## src/rtl/VX_gpu_pkg.sv

```systemverilog
// Shared GPU cluster types: global-barrier request/response records and sizing constants.
package VX_gpu_pkg;

  localparam int GBAR_NUM_CORES    = 4;
  localparam int GBAR_NUM_BARRIERS = 8;
  localparam int GBAR_ID_BITS      = (GBAR_NUM_BARRIERS > 1) ? $clog2(GBAR_NUM_BARRIERS) : 1;
  localparam int GBAR_CORE_BITS    = (GBAR_NUM_CORES > 1) ? $clog2(GBAR_NUM_CORES) : 1;

  typedef struct packed {
    logic [GBAR_ID_BITS-1:0]   id;
    logic [GBAR_CORE_BITS-1:0] size_m1;
    logic [GBAR_CORE_BITS-1:0] core_id;
  } gbar_req_t;

  typedef struct packed {
    logic [GBAR_ID_BITS-1:0] id;
  } gbar_rsp_t;

  typedef enum logic {
    GBAR_IDLE    = 1'b0,
    GBAR_COLLECT = 1'b1
  } gbar_state_e;

endpackage

```

## src/rtl/VX_popcount.sv

```systemverilog
// Combinational population count of an N-bit vector into a W-bit result.
module VX_popcount #(
  parameter int N = 4,
  parameter int W = 3
) (
  input  logic [N-1:0] data,
  output logic [W-1:0] cnt
);

  always_comb begin
    cnt = '0;
    for (int i = 0; i < N; i++) begin
      cnt = cnt + W'(data[i]);
    end
  end

endmodule

```

## src/rtl/vx_gbar_sched.sv

```systemverilog
// Cluster global-barrier scheduler: per-ID arrival masks, one-cycle release pulse when the
// participating core count is reached. One request per cycle, no backpressure on releases.
module vx_gbar_sched
  import VX_gpu_pkg::*;
#(
  parameter int NUM_CORES    = GBAR_NUM_CORES,
  parameter int NUM_BARRIERS = GBAR_NUM_BARRIERS,
  parameter int PERF_W       = 32,
  localparam int CORE_ID_W   = (NUM_CORES > 1) ? $clog2(NUM_CORES) : 1,
  localparam int BAR_ID_W    = (NUM_BARRIERS > 1) ? $clog2(NUM_BARRIERS) : 1
) (
  input  logic                 clk,
  input  logic                 reset,
  input  logic                 req_valid,
  output logic                 req_ready,
  input  logic [BAR_ID_W-1:0]  req_id,
  input  logic [CORE_ID_W-1:0] req_size_m1,
  input  logic [CORE_ID_W-1:0] req_core_id,
  output logic                 rsp_valid,
  output logic [BAR_ID_W-1:0]  rsp_id,
  output logic                 busy,
  output logic                 err_dup,
  output logic                 err_size,
  output logic [PERF_W-1:0]    perf_releases
);

  localparam int CNT_W = CORE_ID_W + 1;

  gbar_state_e          state_q [NUM_BARRIERS];
  gbar_state_e          state_d [NUM_BARRIERS];
  logic [CORE_ID_W-1:0] size_q  [NUM_BARRIERS];
  logic [CORE_ID_W-1:0] size_d  [NUM_BARRIERS];
  logic [NUM_CORES-1:0] mask_q  [NUM_BARRIERS];
  logic [NUM_CORES-1:0] mask_d  [NUM_BARRIERS];

  logic                 ready_q;
  logic                 rsp_valid_q;
  logic [BAR_ID_W-1:0]  rsp_id_q;
  logic                 err_dup_q, err_size_q;
  logic [PERF_W-1:0]    perf_q;

  logic                 accept, id_ok, core_ok, do_update, collect;
  logic                 release_c, dup_c, size_mis_c, busy_c;
  logic [BAR_ID_W-1:0]  sel;
  logic [NUM_CORES-1:0] onehot, cur_mask, new_mask;
  logic [CORE_ID_W-1:0] eff_size;
  logic [CNT_W-1:0]     cnt, target;

  VX_popcount #(.N(NUM_CORES), .W(CNT_W)) u_popcount (
    .data (new_mask),
    .cnt  (cnt)
  );

  always_comb begin
    accept     = req_valid && ready_q;
    id_ok      = int'(req_id) < NUM_BARRIERS;
    core_ok    = int'(req_core_id) < NUM_CORES;
    do_update  = accept && id_ok && core_ok;
    // Out-of-range IDs must not index the table; the update is suppressed anyway.
    sel        = id_ok ? req_id : '0;
    collect    = (state_q[sel] == GBAR_COLLECT);
    cur_mask   = collect ? mask_q[sel] : '0;
    onehot     = NUM_CORES'(1) << req_core_id;
    new_mask   = cur_mask | onehot;
    eff_size   = collect ? size_q[sel] : req_size_m1;
    target     = {1'b0, eff_size} + CNT_W'(1);
    release_c  = do_update && (cnt == target);
    dup_c      = do_update && collect && ((cur_mask & onehot) != '0);
    size_mis_c = do_update && collect && (req_size_m1 != size_q[sel]);

    state_d = state_q;
    size_d  = size_q;
    mask_d  = mask_q;
    if (do_update) begin
      if (release_c) begin
        state_d[sel] = GBAR_IDLE;
        mask_d[sel]  = '0;
      end else begin
        if (!collect) size_d[sel] = req_size_m1;
        state_d[sel] = GBAR_COLLECT;
        mask_d[sel]  = new_mask;
      end
    end

    busy_c = 1'b0;
    for (int i = 0; i < NUM_BARRIERS; i++) begin
      busy_c = busy_c | (state_q[i] == GBAR_COLLECT);
    end
  end

  always_ff @(posedge clk) begin
    if (reset) begin
      for (int i = 0; i < NUM_BARRIERS; i++) begin
        state_q[i] <= GBAR_IDLE;
        size_q[i]  <= '0;
        mask_q[i]  <= '0;
      end
      ready_q     <= 1'b0;
      rsp_valid_q <= 1'b0;
      rsp_id_q    <= '0;
      err_dup_q   <= 1'b0;
      err_size_q  <= 1'b0;
      perf_q      <= '0;
    end else begin
      state_q     <= state_d;
      size_q      <= size_d;
      mask_q      <= mask_d;
      ready_q     <= 1'b1;
      rsp_valid_q <= release_c;
      if (release_c) rsp_id_q <= req_id;
      // A bad core ID is reported as a duplicate-class error and otherwise ignored.
      if (dup_c || (accept && !core_ok)) err_dup_q <= 1'b1;
      if (size_mis_c) err_size_q <= 1'b1;
      perf_q      <= perf_q + PERF_W'(release_c);
    end
  end

  assign req_ready     = ready_q;
  assign rsp_valid     = rsp_valid_q;
  assign rsp_id        = rsp_id_q;
  assign busy          = busy_c;
  assign err_dup       = err_dup_q;
  assign err_size      = err_size_q;
  assign perf_releases = perf_q;

endmodule

```

## config.mk

```make
export PLATFORM = sky130hd
export DESIGN_NAME = vx_gbar_sched
export DESIGN_NICKNAME = d
export VERILOG_FILES = /design/src/rtl/VX_gpu_pkg.sv /design/src/rtl/VX_popcount.sv /design/src/rtl/vx_gbar_sched.sv
export SDC_FILE = /design/constraint.sdc
export NUM_CORES = 1
export LEC_CHECK = 0
export ABC_AREA = 1
export CAP_MARGIN = 10
export CORE_ASPECT_RATIO = 0.7
export CORE_MARGIN = 2
export CORE_UTILIZATION = 59
export DETAILED_ROUTE_END_ITERATION = 6
export GPL_TIMING_DRIVEN = 0
export PLACE_DENSITY = 0.82
export SLEW_MARGIN = 20
export SYNTH_ARGS = -nofsm -noshare
export SYNTH_HDL_FRONTEND = slang
export SYNTH_SLANG_ARGS = --single-unit
```

## constraint.sdc

```tcl
create_clock -name clk -period 7 [get_ports clk]
set_clock_uncertainty 0.05 [all_clocks]
set_input_delay 1.05 -clock clk [delete_from_list [all_inputs] [get_ports clk]]
set_output_delay 1.05 -clock clk [all_outputs]
set_load 0.02 [all_outputs]
```

Yosys cells after proc, flatten, opt, wreduce, memory -nomap -nowiden
Cells that the tools add are included. W data, S select, Z words.

Logic and storage cells: 87. Flip-flop bits (word level): 95. Input bits: 10. Output and inout port bits: 40.

Shift operators: 1. $lt $le $gt $ge: 2. Reduce and logical (&&, ||, !) cells: 8. Equality and inequality tests: 2. Muxes and demuxes: 22. Bitwise operators: 17. Add/sub/neg operators: 5.

Operators by type and width (count): $add A32 B1 Y32 (1); $and A32 B32 Y32 (1); $bwmux W32 (1); $mux W32 (1); $not A32 Y32 (1); $bwmux W16 (1); $mux W4 (4); $bmux W4 S3 (1); $demux W4 S3 (1); $and A8 B8 Y8 (1); $mux W2 (4); $mux W8 (1); $not A8 Y8 (1); $or A8 B8 Y8 (1); $or A1 B1 Y1 (7); $add A3 B1 Y3 (2); $bmux W2 S3 (1); $demux W2 S3 (1); $logic_and A1 B1 Y1 (6); $and A4 B4 Y4 (1); $ge A4 B4 Y1 const B (1); $lt A4 B1 Y1 const B (1); $mux W1 (4); $not A3 Y4 (1); 11 further kinds (12).

Logic depth before layout (Yosys ltp)
Word-level depth: 13. Mapped depth: 33. Gate-level depth less buffers: 29.

Hierarchy
From an unflattened synthesis, not the netlist that was laid out.

Cells, all modules: 869. Area, all modules: 5403.9 um^2.

By module, submodules not included: vx_gbar_sched (seq. area each 1901.8 um^2, area an instance 5340.1 um^2, instances 1, cells an instance 861); VX_popcount (seq. area each 0.0 um^2, area an instance 63.8 um^2, instances 1, cells an instance 8).

Worst setup path before layout
No wires, ideal clock.

Kind: input -> register. From: input port req_id[0]. To: register perf_q[28] (netlist: perf_releases[28]). Stages: 32. Setup time: 0.071 ns. Arrival time: 5.516 ns. Path buffers: 4. Setup slack: 1.364 ns. Data required time: 6.879 ns. Cells stage by stage: buf_2 > buf_4 > buf_2 > nand2_1 > o21ai_0 > nand2_1 > nand2_1 > nand2_1 > nand2_1 > nand2_1 > nand2_1 > ha_1 > fa_1 > ha_1 > inv_1 > nand2_1 > nand3_1 > nor3_1 > nand3_4 > inv_2 > buf_4 > ha_1 > ha_1 > nand3_1 > nor2_1 > nand2_1 > nor2_1 > nand2_1 > nor2_1 > nand3_1 > or2_2 > a21oi_1.

Cells in the longest elaborated chain, start to end: 12. Elaborated cells between the ends (all ways): 20. Classes of those cells: add/sub: 5; eq/ne: 1; mux: 11; bitwise: 2; reduce/logical: 1.

RTL lines: start, declared (line vx_gbar_sched.sv:16) `input logic [BAR_ID_W-1:0] req_id,`; $not A3 Y4 (implied by the code) * (line vx_gbar_sched.sv:61, vx_gbar_sched.sv:62, vx_gbar_sched.sv:65); $bmux W4 S3 or $bmux W1 S3 (tied branches) (line vx_gbar_sched.sv:62, vx_gbar_sched.sv:61); $mux W4 (implied by the code) or $mux W1 (tied branches) (2 in a row) (line vx_gbar_sched.sv:62, vx_gbar_sched.sv:61); $mux W4 (line vx_gbar_sched.sv:62) `cur_mask = collect ? mask_q[sel] : '0;`; $or A4 B4 Y4 (line vx_gbar_sched.sv:64) `new_mask = cur_mask | onehot;`; $add A1 B1 Y2 (line VX_popcount.sv:13) `cnt = cnt + W'(data[i]);`; $add A3 B1 Y3 (2 in a row) (line VX_popcount.sv:13); $eq A3 B3 Y1 * (line vx_gbar_sched.sv:67) `release_c = do_update && (cnt == target);`; $logic_and A1 B1 Y1 * (line vx_gbar_sched.sv:67); via release_c (line vx_gbar_sched.sv:43) `logic release_c, dup_c, size_mis_c, busy_c;`; $add A32 B1 Y32 * (line vx_gbar_sched.sv:114) `perf_q <= perf_q + PERF_W'(release_c);`; end signal, assigned (line vx_gbar_sched.sv:114); end, declared (line vx_gbar_sched.sv:40) `logic [PERF_W-1:0] perf_q;`.

The timed path passes the listed nets; every way through them passes the cells marked *. The select of a mux whose other input is x is not followed. A chain may end at the register's enable or synchronous reset.

Worst setup path in the final report
Ends and elaborated chain as after synthesis.

==> out/summary.txt <==
RUN STATUS
-------------------------------------------------------------------------------
Result of the run                                                  finished clean

CLOCKING
-------------------------------------------------------------------------------
Sinks on the clock net                                                       95
Count of hold-fix buffers inserted at cts                                     0
Maximum count of clock buffers along a single path                            2
Insertion delay of the later-clocked pin in the worst-skew pair         0.36 ns
H-tree level count                                                            3
Clock transition at path regs                                           0.07 ns
CTS buffer count                                                              9
Library cell used as clock root buffer                                clkbuf_16
CTS tree                                                                    yes

SETUP PATH
-------------------------------------------------------------------------------
Worst-path maximum fanout                                                    11
Delay contributed by the slowest stage of the critical path             0.47 ns
Data arrival, critical path                                             6.86 ns
Setup Crit Path Kind                                               input pin to flop
Capturing element type of the critical path                                flop
Launching element type of the critical path                           input pin
Slowest library cell on the worst path                             clkdlybuf4s50_1
Worst EP required                                                       7.23 ns
CP most frequent cell                                                   nand2_1

FLOORPLANNING
-------------------------------------------------------------------------------
Starting utilization of the core area                                     60.5%
CORE AREA                                                             9680 um^2
Die H                                                                   87.3 um
Overall die area                                                     10700 um^2
Width of the die                                                         123 um
Number of top-level pins                                                     50
Num rows                                                                     30

GLOBAL ROUTING
-------------------------------------------------------------------------------
Wire length of the first global-routing pass                           28800 um
GRT Util Overall                                                          35.0%
Overflow after GRT                                                            0
Via count of the first global-routing pass                                 5703
Maximum number of pins on one net before global-route repair                 16
Antenna violations before repair                                              1

STA
-------------------------------------------------------------------------------
Worst max-slew margin expressed relative to the limit                     56.2%
Number of max-slew violations in the final report                             0
F_max                                                                   151 MHz
Share of the cycle needed by the critical path after routing              94.8%
Tmin final                                                              6.63 ns
Final setup violation count                                                   0
Transition time at the pin with the least slew margin                  0.654 ns
Worst hold margin                                                      0.420 ns
Number of endpoints with negative hold slack in the final report              0

PLACE
-------------------------------------------------------------------------------
Number of port buffers                                                       49
Post-Place Cell Area                                                  6500 um^2
GPL Wtd Cong                                                               1.03
Placed instance count                                                      1162
Final HPWL DP                                                          13400 um

SYNTH
-------------------------------------------------------------------------------
Avg Inst Size Synth                                                   5.94 um^2
Post-synth cell types                                                        32
Sequential fraction of the synthesis area                                 32.5%
Number of instances in the synthesized netlist                              985
Mapped Nets                                                                1002
Number of synthesized register bits                                          95
Cell area after technology mapping                                    5850 um^2
Number of warning messages in the yosys log                                   0

POWER AND IR DROP
-------------------------------------------------------------------------------
Pwr per Cell Area                                                   186 nW/um^2
Leak                                                                    3.07 nW
Largest vdd supply drop                                                  116 uV

DETAILED ROUTING
-------------------------------------------------------------------------------
Count of antenna-violating nets left after detailed routing                   0
Detailed Routing Iterations Pass 1                                            6
Initial drt markers                                                        1015
DRT Wirelength                                                         18300 um
Average wire per cell in the routed design                              15.5 um
Number of remaining DRC errors                                                0
Via count                                                                  6650
Vias per cell                                                              5.64

LAYOUT
-------------------------------------------------------------------------------
Final cell count without fillers                                           1180
Top library cells by usage in the layout, fill and taps aside      nand2_1, nor2_1, inv_1, dfxtp_1, nand4_1
Number of diodes added for antenna fixing                                     0
# nets final                                                               1064
Ratio of cells with drive above 1 in the final layout                     5.99%
Fillcell total                                                              922
Most common cell after layout, fill and taps aside                      nand2_1
Synthesis-to-finish area growth                                           16.5%
Final cell area excluding filler cells                                6820 um^2

FLOW RUN
-------------------------------------------------------------------------------
Number of max-capacitance violations reported                                 0

HOLD PATH
-------------------------------------------------------------------------------
Hold/Removal Path Class                                            flop to flop

==> worst paths after layout <==
path,startpoint,end,slack [ns],cells past startpoint
max,req_id[0],perf_releases[28],0.37,33
min,err_dup,err_dup,0.42,2
max reg2reg,flop,perf_releases[28],1.67,29
min reg2reg,err_dup,err_dup,0.42,2
==> layer usage <==
metal / track usage (%) / wire length [um] / up-vias
met2: 48.0 / 7080 / 401
li1: - / - / 3251
met4: 12.1 / 442 / 2
met3: 10.8 / 2650 / 49
met5: 0 / 13 / -
met1: 51.2 / 8100 / 2947
==> synthesized netlist by cell type, drive strengths merged <==
cell	number	share of area [%]
inv	125	8.0
dfxtp	95	32
nand4	54	5.8
xor2	4	0.60
o21ai	37	3.2
a21oi	43	3.7
a31oi	2	0.21
nand3b	12	1.5
and2	1	0.11
nor3	17	1.5
nor2	176	12
o22ai	4	0.43
nand3	50	4.6
xnor2	1	0.15
or2	3	0.32
nor4	6	0.64
fa	1	0.34
o21a	5	0.64
nor3b	2	0.26
buf	22	2.2
ha	6	1.3
clkbuf	19	1.2
clkinv	4	0.26
nand2	296	19
==> registers in the layout (all words and copies together), names as in the netlist, named ones only <==
signal         flops
mask_q            32
perf_releases     32
size_q            16
rsp_id             3
err_dup            1
err_size           1
req_ready          1
rsp_valid          1
==> logic make-up after synthesis <==
logic type,after synthesis,synth area share (%)
AO/OA/AOI/OAI,91,8.12
XOR/XNOR,5,0.748
AND/OR/NAND/NOR,617,45.4
adder cells (fa/ha/maj),7,1.62
buffers and inverters,170,11.7
flip-flops,95,32.5
==> worst max-delay path, delay by kind of cell <==
family | cells | cell delay (ns)
and+or+nand+nor | 19 | 2.70
buffers and inverters | 7 | 1.58
adders and majority gates | 5 | 1.29
AOI/OAI and AO/OA | 2 | 0.22
==> report_power, final <==
group          internal (mW)  switching [mW]
sequential             0.561          0.0126
clock                  0.242           0.228
combinational         0.0713           0.156
total                  0.874           0.396
==> stage by stage <==
step                      power [mW]  setup TNS [ns]  utilization [%]  worst slack [ns]
after floorplan                0.735               0                -              1.36
final                           1.27               0             70.4             0.366
after global routing            1.31          -0.203             70.4           -0.0484
after global placement         0.799           -1.55             67.2            -0.230
after CTS                       1.26               0             69.9            0.0361
after detailed placement       0.801           -2.14             67.2            -0.265
==> cell type report <==
| cell class | instances | area (um^2) | share of cell area (%) |
|---|---|---|---|
| Buffer | 41 | 199 | 2.92 |
| Clock buffer | 11 | 233 | 3.41 |
| Clock inverter | 5 | 33.8 | 0.496 |
| Inverter | 129 | 484 | 7.10 |
| Multi-Input combinational cell | 720 | 3300 | 48.4 |
| Sequential cell | 95 | 1900 | 27.9 |
| Tap cell | 128 | 160 | 2.35 |
| Timing Repair Buffer | 51 | 505 | 7.41 |
==> repair_timing <==
item | CTS | global route
buffers inserted | 0 | 2
gates resized for setup | 0 | 8
endpoints found under the setup margin | 0 | 22
Power figures use the tool's default switching activity.
